--- src/rtl/tdm_demux4.sv ---
// tdm_demux4 -- receive-side 4-channel TDM demultiplexer.
//
// Rebuilds four parallel channel words from a serial slot stream in which
// slot k carries channel k. Frame alignment comes from fsync, which marks
// slot 0. A complete frame is presented on y0..y3 together with a one-cycle
// frame_valid pulse, one cycle after the slot-3 beat is sampled.
//
// Ports:
//   clk, rst_n   clock (rising edge), asynchronous active-low reset
//   din          slot data, WIDTH bits
//   din_valid    din carries a slot this cycle
//   fsync        current beat is slot 0 (qualified by din_valid)
//   y0..y3       channel words of the last complete frame
//   frame_valid  one-cycle pulse, y0..y3 just updated
//   slot         index of the next expected slot
//   locked       1 while aligned (LOCKED state)
//   sync_err     one-cycle pulse on an alignment error
//   err_cnt      saturating sync_err counter (only with TDM_DEMUX_ERRCNT_EN)
//
// Optional build macro: TDM_DEMUX_ERRCNT_EN adds the err_cnt port/counter.

module tdm_demux4 #(
  parameter int WIDTH = 8
) (
  input  logic             clk,
  input  logic             rst_n,
  input  logic [WIDTH-1:0] din,
  input  logic             din_valid,
  input  logic             fsync,
  output logic [WIDTH-1:0] y0,
  output logic [WIDTH-1:0] y1,
  output logic [WIDTH-1:0] y2,
  output logic [WIDTH-1:0] y3,
  output logic             frame_valid,
  output logic [1:0]       slot,
  output logic             locked,
  output logic             sync_err
`ifdef TDM_DEMUX_ERRCNT_EN
  ,
  output logic [7:0]       err_cnt
`endif
);

  typedef enum logic {HUNT = 1'b0, LOCKED = 1'b1} state_t;

  state_t                 state, state_nxt;
  logic [1:0]             slot_nxt;
  logic                   wr_en;
  logic [1:0]             wr_idx;
  logic                   done;
  logic                   err;
  logic [2:0][WIDTH-1:0]  shadow;

  // State register
  always_ff @(posedge clk or negedge rst_n) begin
    if (!rst_n) begin
      state <= HUNT;
      slot  <= 2'd0;
    end else begin
      state <= state_nxt;
      slot  <= slot_nxt;
    end
  end

  // Next-state and datapath controls
  always_comb begin
    state_nxt = state;
    slot_nxt  = slot;
    wr_en     = 1'b0;
    wr_idx    = slot;
    done      = 1'b0;
    err       = 1'b0;
    if (din_valid) begin
      case (state)
        HUNT: begin
          if (fsync) begin
            wr_en     = 1'b1;
            wr_idx    = 2'd0;
            slot_nxt  = 2'd1;
            state_nxt = LOCKED;
          end
        end
        LOCKED: begin
          if (slot == 2'd0) begin
            if (fsync) begin
              wr_en    = 1'b1;
              wr_idx   = 2'd0;
              slot_nxt = 2'd1;
            end else begin
              // missing marker: drop beat and realign from scratch
              err       = 1'b1;
              slot_nxt  = 2'd0;
              state_nxt = HUNT;
            end
          end else if (fsync) begin
            // early marker: abandon partial frame, beat starts a new one
            err      = 1'b1;
            wr_en    = 1'b1;
            wr_idx   = 2'd0;
            slot_nxt = 2'd1;
          end else begin
            wr_en    = 1'b1;
            wr_idx   = slot;
            slot_nxt = slot + 2'd1;
            done     = (slot == 2'd3);
          end
        end
        default: ;
      endcase
    end
  end

  // Shadow slots 0..2; slot 3 goes straight to y3 on completion, so a
  // partial frame is discarded simply by restarting the slot count.
  always_ff @(posedge clk or negedge rst_n) begin
    if (!rst_n) begin
      shadow <= '0;
    end else if (wr_en && wr_idx != 2'd3) begin
      shadow[wr_idx] <= din;
    end
  end

  always_ff @(posedge clk or negedge rst_n) begin
    if (!rst_n) begin
      y0          <= '0;
      y1          <= '0;
      y2          <= '0;
      y3          <= '0;
      frame_valid <= 1'b0;
      sync_err    <= 1'b0;
    end else begin
      frame_valid <= done;
      sync_err    <= err;
      if (done) begin
        y0 <= shadow[0];
        y1 <= shadow[1];
        y2 <= shadow[2];
        y3 <= din;
      end
    end
  end

  assign locked = (state == LOCKED);

`ifdef TDM_DEMUX_ERRCNT_EN
  always_ff @(posedge clk or negedge rst_n) begin
    if (!rst_n) begin
      err_cnt <= 8'd0;
    end else if (err && err_cnt != 8'hFF) begin
      err_cnt <= err_cnt + 8'd1;
    end
  end
`endif

endmodule

--- config.mk ---
export PLATFORM = sky130hd
export DESIGN_NAME = tdm_demux4
export DESIGN_NICKNAME = d
export VERILOG_FILES = /design/src/rtl/tdm_demux4.sv
export SDC_FILE = /design/constraint.sdc
export NUM_CORES = 1
export LEC_CHECK = 0
export CORE_MARGIN = 10
export CORE_UTILIZATION = 51
export CTS_CLUSTER_SIZE = 16
export DETAILED_ROUTE_END_ITERATION = 8
export GPL_TIMING_DRIVEN = 0
export PLACE_DENSITY = 0.82
export SYNTH_ARGS = -nofsm -noshare
export SYNTH_HDL_FRONTEND = slang
export SYNTH_SLANG_ARGS = --single-unit
--- constraint.sdc ---
create_clock -name clk -period 2.05 [get_ports clk]
set_input_delay 0.205 -clock clk [delete_from_list [all_inputs] [get_ports clk]]
set_output_delay 0.205 -clock clk [all_outputs]
set_load 0.005 [all_outputs]
-- After elaboration in Yosys (flattened, before gate mapping)
Cells that the tools add are included.
- register bits: 61
- input port bits: 12
- output and inout port bits: 37
- logic and storage cells: 44
- add/sub/neg operators: 1
- $lt $le $gt $ge: 2
- equality and inequality tests: 3
- multiplexer cells: 22
- bitwise gates (word level): 1
- reductions and logical operators: 4
- operator list (kind ; count):
    bitwise mux 24 bit ; 1
    demux 8 bit (select 2 bit) ; 1
    two-way mux 1 bit ; 12
    two-way mux 2 bit ; 5
    two-way mux 8 bit ; 1
    != test 2 bit, second input constant ; 2
    one-hot mux 2 bit (2 select lines) ; 1
    less-than comparator 2 x 3 -> 1 bit, second input constant ; 1
    adder 2 x 1 -> 2 bit, second input constant ; 1
    equality test 2 bit, second input constant ; 1
    greater-or-equal comparator 2 x 1 -> 1 bit, second input constant ; 1
    logical AND 1 bit ; 2
    logical NOT 2 bit ; 1
    one-hot mux 1 bit (2 select lines) ; 1
    AND reduction 2 bit ; 1
    NOT 1 bit ; 1

-- Longest topological paths before layout
Gate-level depths: netlist of the first run.
- depth in word-level cells: 7
- gate-level depth with buffers: 6
- gate-level depth less buffers: 6

-- Least setup slack after synthesis of the first run
No wires, ideal clock.
- path type: register to register
- start: register slot[0]
- end: register shadow[10] (netlist name)
- library setup time: 0.125 ns
- arrival: 1.722 ns
- data required time: 1.925 ns
- path slack: 0.204 ns
- stages on the path, launching flop included: 7
- path buffers: 0
- period minus slack after synthesis: 1.846 ns
- cell sequence: dfrtp_1 > inv_1 > ha_1 > ha_1 > and4bb_2 > nand3_2 > mux2_2
- cells in the longest elaborated chain, start to end: 7
- elaborated cells between the ends (all ways): 14
- those cells by class: order compare (2); eq/ne (1); mux (8); reduce/logical (3)
- ends and longest elaborated chain (element ; line ; RTL):
    start, declared ; 35 ; output logic [1:0] slot,
    start signal, assigned ; 61 ; slot <= slot_nxt;
    two-way mux 2 bit ; 76, 85, 95 ;
    two-way mux 2 bit ; 73 ; if (din_valid) begin
    less-than comparator 2 x 3 -> 1 bit (not written as such) / greater-or-equal comparator 2 x 1 -> 1 bit (equally long branches) ; 119 ; shadow[wr_idx] <= din;
    logical AND 1 bit (not written as such) ; 119 ;
    two-way mux 8 bit (not written as such) ; 119 ;
    demux 8 bit (select 2 bit) ; 119 ;
    bitwise mux 24 bit ; 119 ;
    end signal, assigned by index ; 119 ;
    end, declared ; 52 ; logic [2:0][WIDTH-1:0] shadow;
Parallel ways exist; a longest one is shown, timed or not.
A chain may end at the register's enable or synchronous reset.

-- Final worst setup path of the first run
- start: register slot[1]
- end: register shadow[23] (netlist name)
The elaborated chain is that of the path after synthesis.

==> metrics.txt, run 1 <==
CTS root buffer clkbuf_8; synthesized area around 0.0025 mm²; most common cell in the netlist dfrtp_1; Yosys top cell by area dfrtp_1; Worst-Margin Slew ~0.59 ns; Fillers a little over 300; gr ovfl total 0; Post-synth EDFFs 0; hold crit path type input port to flip-flop; Post-synth ARST share between 90% and 100%; syn_area_per_cell between 15 and 20 µm²; internal cell power between 3 and 4 mW; via density per instance 5.08; placed insts ~260; hpwl dp ~3600 µm; syn nets ~160; Setup violations, final 0; Post-synth top flop dfrtp_1; Total Wirelength 4950 µm; Detail Route Antenna Nets 0; CTS Buf Count 9; Setup Crit Path Kind flip-flop to flip-flop; Multi-input gate area ~930 µm²; Max-Cap Viols 0; post-synthesis mux area share between 20 and 30%; worst vdd rail ir drop ~0.00077 V; FF+latch count, synth between 60 and 70; Area Growth Syn to Fin 34.2%; pre-CTS setup slack -0.129 ns; Synth Area in Adders ~1.5%; FF+latch area approximately 0.0015 mm²; sw power around 1.1 mW; Worst Setup Start Kind flip-flop; H-tree depth 3; Vias ~1400; Critical Path RT 2.27 ns; Final Critical Period about 2.0 ns; Placeable Area around 0.0047 mm²; Final Max Tran Viols 0; full die area just over 0.008 mm²; row cnt 25; clk buf depth 2; Port Buffer Count 47; Pwr Total 4.46 mW; Slew HR about three fifths; Worst Slack Setup Final just under 0.05 ns; status complete, no violations; main combinational cell family by area after synthesis multiplexers; Synth area leaders dfrtp_1, mux2_4, mux2_2; die height 89.9 µm; n_diodes 0; share of layout cells above drive strength 1 between 40% and 50%; max frequency roughly 500 MHz; vias in the first global route roughly 1600; Compound-Gate Fraction of Synth Area between 1.5 and 2%; Tcrit/Tclk final a little over nine tenths; IO Pins 49; Routability Congestion 0.797; proportion of power drawn by flip-flops and latches approximately 43%; first-pass GRT wire length between 8000 and 9000 µm; hold_ws between 0.15 and 0.2 ns; Synth top area share 61.2%; Post-synth top cells dfrtp_1, mux2_4, mux2_2; Crit. End Element flip-flop; final number of hold-violating endpoints 0; Finished Layout Cells 279; Pwr per Cell Area about 1300 mW/mm²; crit path DAT 2.22 ns; initial drt markers between 50 and 60; DR pass1 iterations 4; Die Width between 80 and 90 µm; largest net degree at the start of global routing 37; yosys warns 0; clk sinks approximately 60; clk slew on worst S/H paths around 0.060 ns; CTS tree built; post-synthesis sequential area ratio 61.2%; gr usage total about 13%; Clock Latency Late Sink 0.34 ns; fin nets 222; Area after DPL a little over 0.003 mm²; xor and xnor fraction of the mapped netlist area 0%; antenna violations before repair 0; Post-Synth Simple-Gate Area about 3.8%; Routed WL per cell ~18 µm; post-synthesis cell count 146; clock power share 27.9%; switching part of the total between 20% and 30%; combinational share of power between 20 and 30%; distinct cell type count of the synthesized netlist 19; P_leak between 1.5 and 2 nW; CP Max Fanout 8; Residual DRC 0; skew final 0.0107 ns; Initial Util between 50% and 60%; final instance area 0.00335 mm²
## cell usage in the layout, fill, tap and decap left out, types with 3 or more instances in the layout
cell type        count
nand2_1              4
mux2_4              30
clkdlybuf4s50_1     46
mux2_2              26
buf_6                3
ha_1                 3
inv_1                3
clkbuf_8            13
dfrtp_1             59
## flip-flops by register name, indices dropped and copies added (netlist names)
signal and cells:
shadow 24, y0 8, y1 8, y2 8, y3 8, slot 2
frame_valid 1, locked 1, sync_err 1
## worst paths after layout
check / from / to / slack [ns] / depth (start not counted)
min reg2reg: shadow[6] / y0[6] / 0.50 / 1
max: slot[1] / shadow[23] / 0.05 / 6
max reg2reg: slot[1] / shadow[23] / 0.05 / 6
max in group asynchronous: rst_n / y2[1] / 1.06 / 3
min in group asynchronous: rst_n / shadow[23] / 0.41 / 2
min: din_valid / locked / 0.16 / 2
## through the flow
stage	TNS [ns]	util, %
2_1_floorplan	0	-
3_3_place_gp	-59.85	64.5
3_5_place_dp	-1.85	64.8
4_1_cts	-0.748	70.2
5_1_grt	-0.0121	70.8
6_report	0	70.8
## cell type report
class	instances	area share, %
well taps	67	2.51
clock inverters	3	1.94
clock buffers	13	5.35
inverters	4	0.449
multi-input cells	77	27.9
plain buffers	4	1.16
flip-flops and latches	61	45.7
repair buffers	50	15.0
## power by group through the flow
stage / clock [mW] / sequential (mW) / combinational (mW)
2_1_floorplan: 0 / 1.89 / 0.642
3_3_place_gp: 0 / 1.91 / 1.24
3_5_place_dp: 0 / 1.94 / 1.28
4_1_cts: 1.28 / 1.92 / 1.29
5_1_grt: 1.33 / 2.00 / 1.40
6_report: 1.24 / 1.93 / 1.29
## metal layers
metal | vias up | GRT usage, % | routed length [µm]
li1 | 641 | - | -
met1 | 719 | 14.1 | 2040
met2 | 47 | 20.6 | 2420
met3 | 10 | 7.65 | 406
met4 | 0 | 4.38 | 76
met5 | - | 0 | 0
## critical path: stages, from the launching register on
cell	delay, ns
dfrtp_2	0.43
inv_1	0.10
ha_1	0.23
ha_1	0.22
and4bb_2	0.38
nand3_4	0.18
mux2_4	0.33
## cell families after synthesis
family,Yosys count
compound gates,6
fa+ha+maj,3
buf+inv,8
flops,61
mux,56
simple gates,12
## what timing repair did
action / in CTS / in global routing
hold buffers: 1 / 0
setup buffers: 0 / 1
hold endpoints to repair: 25 / 0
pin swaps: 0 / 2
resized for setup: 0 / 6
endpoints found under the setup margin: 16 / 16
(Power assumes the default switching activity.)
==> inputs of run 2 (changes only) <==
--- a/config.mk
+++ b/config.mk
@@ -5,6 +5,7 @@
 export SDC_FILE = /design/constraint.sdc
 export NUM_CORES = 1
 export LEC_CHECK = 0
+export CAP_MARGIN = 40
 export CORE_MARGIN = 10
 export CORE_UTILIZATION = 51
 export CTS_CLUSTER_SIZE = 16
==> constraint.sdc (replaced) <==
create_clock -name clk -period 2.05 [get_ports clk]
set_input_delay 0.205 -clock clk [delete_from_list [all_inputs] [get_ports clk]]
set_output_delay 0.205 -clock clk [all_outputs]
set_load 0.02 [all_outputs]
==> metrics.txt, run 2 (synthesis results as in run 1) <==
vias in the first global route roughly 1600; Slew HR 60.5%; Pwr Total ~4.5 mW; Crit. End Element flip-flop; Most flops, register shadow; largest net degree at the start of global routing 37; launch point of the worst path slot[0]; gr ovfl total 0; Max-Cap Viols 0; final number of hold-violating endpoints 0; Port Buffer Count 47; CTS root buffer clkbuf_8; most frequent cells in the layout dfrtp_1, clkdlybuf4s50_1, mux2_4; Area Growth Syn to Fin 32.3%; Worst R2R Start slot[0]; Final Max Tran Viols 0; CTS Buf Count 9; Vias roughly 1400; initial drt markers 57; first-pass GRT wire length 8330 µm; Pwr per Cell Area around 1400 mW/mm²; Placeable Area 0.00472 mm²; clk sinks 61; clk buf depth 2; commonest non-fill, non-tap cell in the layout dfrtp_1; DR pass1 iterations 4; Critical Path RT 2.27 ns; hold crit path type input port to flip-flop; Tcrit/Tclk final a little over nine tenths; share of layout cells above drive strength 1 41.0%; skew final roughly 0.012 ns; pre-CTS setup slack -0.143 ns; Die Width ~90 µm; P_leak approximately 1.6 nW; row cnt 25; Fillers ~310; status complete, no violations; CP Max Fanout 8; CTS tree built; Finished Layout Cells between 200 and 300; Worst Slack Setup Final between 0.07 and 0.08 ns; via density per instance roughly 5; Routability Congestion about 0.8; Routed WL per cell 17.6 µm; H-tree depth 3; Largest register FFs 24; full die area just over 0.008 mm²; crit path DAT 2.19 ns; IO Pins 49; max frequency a little over 500 MHz; n_diodes 0; Worst Setup Start Kind flip-flop; placed insts about 260; Total Wirelength just under 5000 µm; antenna violations before repair 0; flop2flop setup slack between 0.07 and 0.08 ns; Detail Route Antenna Nets 0; Final Critical Period roughly 2 ns; Setup violations, final 0; gr usage total 13.1%; hpwl dp approximately 3600 µm; Util after Layout 69.8%; fin nets between 200 and 250; Worst-Margin Slew 0.592 ns; worst vdd rail ir drop 0.000732 V; die height between 80 and 90 µm; Residual DRC 0; clk slew on worst S/H paths 0.06 ns; Hold Crit Start din_valid; Setup Crit Path Kind flip-flop to flip-flop; Clock Latency Late Sink approximately 0.34 ns; RSZ-0062 raised after global routing no; Initial Util 52.8%
==> run 2: cell count changes in the layout (fill, tap and decap cells not counted), sizes merged <==
cell / change
bufinv: -2
clkinv: +1
clkinvlp: +1
==> run 2: power by group <==
part	total (mW)	internal (mW)	switching (mW)
clock	1.00	0.566	0.439
sequential	1.92	1.65	0.275
combinational	1.55	0.910	0.644
==> run 2: path summary, 6_finish.rpt <==
check | to | cells after the start
min in group asynchronous | y0[3] | 2
setup reg to reg | shadow[20] | 6
hold / removal | locked | 2
max in group asynchronous | y2[1] | 3
setup / recovery | shadow[20] | 6
hold reg to reg | y1[1] | 1
==> run 2: cell type report <==
type | instances | area [µm²] | share of cell area, %
Sequential cell | 61 | 1530 | 46.4
Multi-Input combinational cell | 77 | 932 | 28.3
Timing Repair Buffer | 50 | 503 | 15.3
Clock buffer | 13 | 179 | 5.42
Tap cell | 67 | 83.8 | 2.54
Buffer | 4 | 38.8 | 1.18
Clock inverter | 3 | 17.5 | 0.531
Inverter | 4 | 15.0 | 0.455
==> run 2: worst max-delay path: stages (launching register included) <==
cell,delay [ns]
dfrtp_2,0.44
inv_1,0.11
ha_1,0.26
ha_1,0.23
and4bb_4,0.35
nand3_4,0.16
mux2_2,0.31
==> run 2: through the flow <==
| stage | setup TNS, ns | area, µm² | hold slack [ns] |
|---|---|---|---|
| after CTS | -0.741 | 3270 | 0.135 |
| after global routing | 0 | 3300 | 0.179 |
| final | 0 | 3300 | 0.161 |
| after global placement | -59.85 | 3050 | 0.483 |
| after floorplan | 0 | 2490 | -0.0906 |
| after detailed placement | -2.04 | 3060 | 0.246 |
==> run 2: timing repair <==
action / CTS / global route
endpoints found under the setup margin: 16 / 16
gates resized for setup: 0 / 5
hold endpoints to repair: 25 / 0
hold buffers: 1 / 0
pin swaps: 0 / 2
buffers inserted: 0 / 1
==> run 2: routing by layer <==
layer	wire (µm)	part of all wire (%)	track usage, %
met1	2050	42	14.6
met2	2420	49	20.5
met4	72	1.5	5.17
met3	380	7.7	6.90
met5	0	0	0
